**src/rtl/mem_pkg.sv**
```systemverilog
// Shared constants and types for the MEM-stage load/store unit.
// Opcode encodings, access sizes, FSM states and default widths.
package mem_pkg;

    localparam int NB_DATA_DEF = 32;
    localparam int NB_ADDR_DEF = 7;
    localparam int NB_OP_DEF   = 3;

    localparam logic [2:0] MEM_OP_LB  = 3'b000;
    localparam logic [2:0] MEM_OP_LH  = 3'b001;
    localparam logic [2:0] MEM_OP_LW  = 3'b010;
    localparam logic [2:0] MEM_OP_LBU = 3'b100;
    localparam logic [2:0] MEM_OP_LHU = 3'b101;

    localparam logic [1:0] SIZE_BYTE = 2'b00;
    localparam logic [1:0] SIZE_HALF = 2'b01;
    localparam logic [1:0] SIZE_WORD = 2'b10;

    typedef enum logic {
        ST_IDLE  = 1'b0,
        ST_MERGE = 1'b1
    } state_t;

    function automatic logic is_aligned(
        input logic [1:0] size,
        input logic [1:0] offset
    );
        logic ok;
        unique case (size)
            SIZE_BYTE: ok = 1'b1;
            SIZE_HALF: ok = ~offset[0];
            default:   ok = (offset == 2'b00);
        endcase
        return ok;
    endfunction

endpackage

```
**src/rtl/load_extend.sv**
```systemverilog
// Selects a byte/half/word from a memory word and sign/zero extends it.
// Shared between the load path and the forwarding path.
module load_extend
    import mem_pkg::*;
#(
    parameter int NB_DATA = NB_DATA_DEF,
    parameter int NB_OP   = NB_OP_DEF
) (
    input  logic [NB_DATA-1:0] word,
    input  logic [1:0]         offset,
    input  logic [NB_OP-1:0]   op,
    output logic [NB_DATA-1:0] data
);

    logic [7:0]  sel_b;
    logic [15:0] sel_h;
    logic        sext;

    always_comb begin
        sel_b = word[{offset, 3'b000} +: 8];
        sel_h = word[{offset[1], 4'b0000} +: 16];
        // op[2] set means the unsigned variants LBU/LHU
        sext  = ~op[2];
        data  = word;
        unique case (op[1:0])
            SIZE_BYTE:
                data = {{(NB_DATA-8){sext & sel_b[7]}}, sel_b};
            SIZE_HALF:
                data = {{(NB_DATA-16){sext & sel_h[15]}}, sel_h};
            default:
                data = word;
        endcase
    end

endmodule

```
**src/rtl/mem_access_unit.sv**
```systemverilog
// MEM-stage load/store unit in front of a word-wide data memory.
// Sub-word stores use a two-cycle read-modify-write with a one-cycle stall.
module mem_access_unit
    import mem_pkg::*;
#(
    parameter int NB_DATA = NB_DATA_DEF,
    parameter int NB_ADDR = NB_ADDR_DEF,
    parameter int NB_OP   = NB_OP_DEF
) (
    input  logic               clock_i,
    input  logic               reset_i,
    input  logic               enable_i,
    input  logic               valid_i,
    input  logic               is_load_i,
    input  logic               is_store_i,
    input  logic [NB_OP-1:0]   mem_op_i,
    input  logic [NB_ADDR+1:0] addr_i,
    input  logic [NB_DATA-1:0] wdata_i,
    output logic               mem_enable_o,
    output logic               mem_read_o,
    output logic               mem_write_o,
    output logic [NB_ADDR-1:0] mem_addr_o,
    output logic [NB_DATA-1:0] mem_wdata_o,
    input  logic [NB_DATA-1:0] mem_rdata_i,
    output logic [NB_DATA-1:0] load_data_o,
    output logic               load_valid_o,
    output logic               stall_o,
    output logic               misaligned_o
);

    state_t             state;
    logic [NB_DATA-1:0] m_word;
    logic [NB_ADDR-1:0] m_addr;
    logic [1:0]         m_offset;
    logic [1:0]         m_size;
    logic [15:0]        m_wdata;

    logic               active;
    logic               req;
    logic               aligned;
    logic               idle_req;
    logic               do_load;
    logic               do_store_word;
    logic               do_rmw;
    logic               do_merge;
    logic               mis_req;
    logic [1:0]         size;
    logic [1:0]         offset;
    logic [NB_ADDR-1:0] word_addr;
    logic [NB_DATA-1:0] ext_data;
    logic [NB_DATA-1:0] merged;

    assign size      = mem_op_i[1:0];
    assign offset    = addr_i[1:0];
    assign word_addr = addr_i[NB_ADDR+1:2];

    // strobes must stay low while frozen or in reset
    assign active   = enable_i & ~reset_i;
    assign req      = valid_i & (is_load_i ^ is_store_i);
    assign aligned  = is_aligned(size, offset);
    assign idle_req = active & (state == ST_IDLE) & req;

    assign do_load       = idle_req & aligned & is_load_i;
    assign do_store_word = idle_req & aligned & is_store_i & size[1];
    assign do_rmw        = idle_req & aligned & is_store_i & ~size[1];
    assign mis_req       = idle_req & ~aligned;
    assign do_merge      = active & (state == ST_MERGE);

    always_comb begin
        merged = m_word;
        if (m_size == SIZE_BYTE)
            merged[{m_offset, 3'b000} +: 8] = m_wdata[7:0];
        else
            merged[{m_offset[1], 4'b0000} +: 16] = m_wdata;
    end

    assign mem_read_o   = do_load | do_rmw;
    assign mem_write_o  = do_store_word | do_merge;
    assign mem_enable_o = mem_read_o | mem_write_o;
    assign stall_o      = do_rmw;
    assign mem_addr_o   = (state == ST_MERGE) ? m_addr : word_addr;
    assign mem_wdata_o  = (state == ST_MERGE) ? merged : wdata_i;

    load_extend #(
        .NB_DATA (NB_DATA),
        .NB_OP   (NB_OP)
    ) u_load_extend (
        .word   (mem_rdata_i),
        .offset (offset),
        .op     (mem_op_i),
        .data   (ext_data)
    );

    always_ff @(posedge clock_i or posedge reset_i) begin
        if (reset_i) begin
            state        <= ST_IDLE;
            load_data_o  <= '0;
            load_valid_o <= 1'b0;
            misaligned_o <= 1'b0;
            m_word       <= '0;
            m_addr       <= '0;
            m_offset     <= '0;
            m_size       <= '0;
            m_wdata      <= '0;
        end else if (enable_i) begin
            load_valid_o <= do_load;
            misaligned_o <= mis_req;
            if (do_load)
                load_data_o <= ext_data;
            unique case (state)
                ST_IDLE: begin
                    if (do_rmw) begin
                        m_word   <= mem_rdata_i;
                        m_addr   <= word_addr;
                        m_offset <= offset;
                        m_size   <= size;
                        m_wdata  <= wdata_i[15:0];
                        state    <= ST_MERGE;
                    end
                end
                default: state <= ST_IDLE;
            endcase
        end else begin
            load_valid_o <= 1'b0;
            misaligned_o <= 1'b0;
        end
    end

endmodule

```
**config.mk**
```make
export PLATFORM = sky130hd
export DESIGN_NAME = mem_access_unit
export DESIGN_NICKNAME = d
export VERILOG_FILES = /design/src/rtl/mem_pkg.sv /design/src/rtl/load_extend.sv /design/src/rtl/mem_access_unit.sv
export SDC_FILE = /design/constraint.sdc
export NUM_CORES = 1
export LEC_CHECK = 0
export ABC_CLOCK_PERIOD_IN_PS = 4000
export BUFFER_PORTS_ARGS = -buffer_cell sky130_fd_sc_hd__buf_2
export CAP_MARGIN = 40
export CELL_PAD_IN_SITES_DETAIL_PLACEMENT = 0
export CELL_PAD_IN_SITES_GLOBAL_PLACEMENT = 2
export CORE_MARGIN = 10
export CORE_UTILIZATION = 32
export DETAILED_ROUTE_END_ITERATION = 10
export GPL_TIMING_DRIVEN = 1
export PLACE_DENSITY_LB_ADDON = 0.1
export SLEW_MARGIN = 15
export SYNTH_ARGS = -nofsm -noshare
export SYNTH_HDL_FRONTEND = slang
export SYNTH_SLANG_ARGS = --single-unit
```
**constraint.sdc**
```tcl
create_clock -name clock_i -period 4 [get_ports clock_i]
set_input_delay 0.6 -clock clock_i [delete_from_list [all_inputs] [get_ports clock_i]]
set_output_delay 0.6 -clock clock_i [all_outputs]
set_load 0.02 [all_outputs]
```
==> impl_metrics.env <==
export IMPL_worst_path_max_fanout=20
export IMPL_syn_nets=639
export IMPL_clk_insertion_delay_late_ns=0.35
export IMPL_wirelength_um=19850
export IMPL_yosysSeqAreaShare_pct=42.04
export IMPL_final_core_utilization_pct=39.87
export IMPL_core_area_mm2=0.01724
export IMPL_critical_path_endpoint_type="output pin"
export IMPL_placement_stage_cell_area_mm2=0.006555
export IMPL_detailedRoute_firstPassIterationCount=4
export IMPL_count_of_flip_flops_with_a_built_in_enable_after_synthesis=0
export IMPL_worst_endpoint_arrival_ns=2.57
export IMPL_synth_top_cell_area_share_pct=42.04
export IMPL_startpoint="m_offset[1]"
export IMPL_synthesis_instances=552
export IMPL_grt_pass1_wl_um=30750
export IMPL_cts_tree="done"
export IMPL_internal_power_uw=2009
export IMPL_cts_root_buffer_cell="clkbuf_16"
export IMPL_worstSetupEndpoint="mem_wdata_o[0]"
export IMPL_worst_r2r_endpoint="m_wdata[14]"
export IMPL_synth_cell_types=44
export IMPL_totalNegativeSetupSlack_ns=0
export IMPL_floorplan_rows=48
export IMPL_cts_post_setup_buffers_inserted=0
export IMPL_yosys_top_cells_count="dfrtp_1 (94), nor2_1 (60), mux2_4 (55), nand2_1 (54), a21oi_1 (48)"
export IMPL_vias_per_cell=5.112
export IMPL_timing_reg2reg_worst_path_depth=5
export IMPL_chipHeight_um=152.2
export IMPL_synth_seq_cells=94
export IMPL_post_synth_main_area_contributors="dfrtp_1 (42%), mux2_4 (15%), a21oi_1 (4.3%)"
export IMPL_reg2reg_setup_slack_ns=1.70
export IMPL_grt_overflow_total=0
export IMPL_layout_cells_sized_above_1_pct=36.98
export IMPL_io_pin_count=159
export IMPL_synth_warnings=0
export IMPL_pwr_share_clk_pct=30.1
export IMPL_sequential_group_share_of_total_power_pct=41.6
export IMPL_max_slew_margin_pct=43.25
export IMPL_remaining_drc_errors=0
export IMPL_clockBufferDepth=2
export IMPL_min_period_ns=3.167
export IMPL_cts_buffers=9
export IMPL_die_w_um=152.2
export IMPL_via_count=4703
export IMPL_route_detailed_wl_per_inst_um=21.58
export IMPL_gr_usage_all_layers_pct=16.72
export IMPL_grt_max_degree=61
export IMPL_avgSynthCellArea_um2=10.14
export IMPL_final_seq_area_mm2=0.002352
export IMPL_initialDrtViolationCount=307
export IMPL_cts_sinks=94
export IMPL_cap_viol_max_count=0
export IMPL_slew_viol_final=0
export IMPL_htree_num_levels=3
export IMPL_synth_cell_area_mm2=0.005595
export IMPL_clock_skews_ns=0.009818
export IMPL_combinationalPowerShare_pct=28.3
export IMPL_run_status="completed"
export IMPL_final_hold_violation_count=0
export IMPL_drtAntennaViolNets=0
export IMPL_unrepaired_setup_endpoints_after_global_routing="no"
export IMPL_gp_congestion=0.8189
export IMPL_critical_path_required_ns=3.40
export IMPL_power_leakage_uw=0.003588
export IMPL_num_fill_cells=1734
export IMPL_final_nets=777
export IMPL_fmaxAchievable_mhz=315.8
export IMPL_post_synth_top_flop="dfrtp_1"
export IMPL_design_die_area_mm2=0.02317
export IMPL_io_buffer_count=158
export IMPL_yosysMostFrequentCell="dfrtp_1"
export IMPL_total_switching_power_uw=1067
export IMPL_cts_clk_slew_worst_paths_ns=0.07
export IMPL_hold_wc_path_type="input pin to async pin"
export IMPL_floorplan_initialDensity_pct=32.46
export IMPL_area_of_combinational_cells_with_multiple_inputs_mm2=0.002994
export IMPL_dp_hpwl_um=14880
export IMPL_final_design_area_no_fill_mm2=0.006873
export IMPL_worst_slew_pin_tran_ns=0.8496
export IMPL_final_min_period_over_clock_period_pct=79.17
export IMPL_setup_viol=0
export IMPL_grt_antenna_before_repair=0
export IMPL_crit_reg2reg_launch="state"
export IMPL_postSynth_asyncResetShare_pct=100.0
export IMPL_power_density_cell_area_mw_per_mm2=447.6
export IMPL_netSwitchingFraction_pct=34.69
export IMPL_synthDominantAreaCellType="dfrtp_1"
export IMPL_final_antenna_diode_count=0
export IMPL_first_global_vias=4930
export IMPL_path_class="flop to output pin"
export IMPL_syn_to_final_growth_pct=22.83
export IMPL_cts_repair_resize_count=0
export IMPL_vdd_ir_drop_max_uv=231.8
export IMPL_holdBufCountCts=0
export IMPL_startpoint_type="flop"
-- area by class of cell --
class	instances	area share, %
multi-input combinational	409	43.56
clock inverter	7	1.347
inverter	9	0.5279
sequential	94	34.23
tap	225	4.096
timing repair buffer	167	12.96
clock buffer	9	3.277
-- critical path, stage by stage, from the launching register on --
cell	delay [ns]
dfrtp_1	0.32
buf_4	0.29
inv_1	0.19
ha_1	0.37
nor2b_1	0.07
a32o_1	0.35
a221oi_1	0.36
nor2_1	0.10
buf_2	0.17
-- per-layer routing --
| layer | share of wire [%] | vias up | wire [um] | GRT usage [%] |
|---|---|---|---|---|
| met4 | 0.95 | 0 | 188 | 4.723 |
| met3 | 5.3 | 8 | 1049 | 3.810 |
| met5 | 0 | - | 0 | 0 |
| li1 | - | 2263 | - | - |
| met1 | 46 | 2310 | 9198 | 22.23 |
| met2 | 47 | 122 | 9417 | 26.49 |
-- logic make-up (layout without fill, tap and decap cells) --
| group | after synthesis | after routing | share of synthesized area, % |
|---|---|---|---|
| compound gates | 106 | 106 | 13.08 |
| xor+xnor | 1 | 1 | 0.1566 |
| fa+ha+maj | 5 | 5 | 1.118 |
| buf+inv | 49 | 192 | 4.495 |
| flops | 94 | 94 | 42.04 |
| mux | 92 | 92 | 21.74 |
| simple gates | 205 | 205 | 17.37 |
-- power groups by stage --
| stage | logic, uW | registers [uW] | clock network [uW] |
|---|---|---|---|
| 6_report | 871 | 1280 | 927 |
| 5_1_grt | 959 | 1300 | 992 |
| 4_1_cts | 888 | 1280 | 962 |
| 3_5_place_dp | 885 | 1290 | 0 |
| 3_3_place_gp | 870 | 1290 | 0 |
| 2_1_floorplan | 475 | 1350 | 0 |
-- through the flow --
stage	hold WS, ns	setup WS [ns]	instances	power, uW
floorplan	0.4757	0.2595	552	1829
global placement	0.4909	1.136	903	2164
detailed placement	0.4907	1.119	904	2180
CTS	0.2351	0.7922	920	3131
global route	0.2397	0.5983	920	3252
finish	0.2324	0.8332	920	3076
-- registers in the layout, indices dropped and copies added (netlist names) --
| register | cells |
|---|---|
| m_wdata | 16 |
| load_data_o | 32 |
| load_valid_o | 1 |
| misaligned_o | 1 |
| m_offset | 2 |
| m_word | 32 |
| state | 1 |
| m_addr | 7 |
| m_size | 2 |
-- worst min-delay path by stage --
stage,startpoint,endpoint,slack [ns],cells after the start
finish,reset_i,state,0.23,2
global route,reset_i,m_addr[1],0.24,2
CTS,reset_i,m_wdata[11],0.24,2
detailed placement,m_addr[5],m_addr[5],0.49,1
global placement,m_addr[6],m_addr[6],0.49,1
floorplan,m_addr[0],m_addr[0],0.48,1
-- cells in the final DEF (no fill, tap or decap), types with 20 or more instances in the layout --
master	netlist	final
nand3_1	34	34
nand2b_1	20	20
nor2_1	60	60
nand2_1	54	54
a21oi_1	48	48
a221oi_1	21	21
buf_2	6	158
mux2_4	55	55
dfrtp_1	94	94
mux2i_1	21	21
No activity file was read; power rests on OpenSTA's default activity.
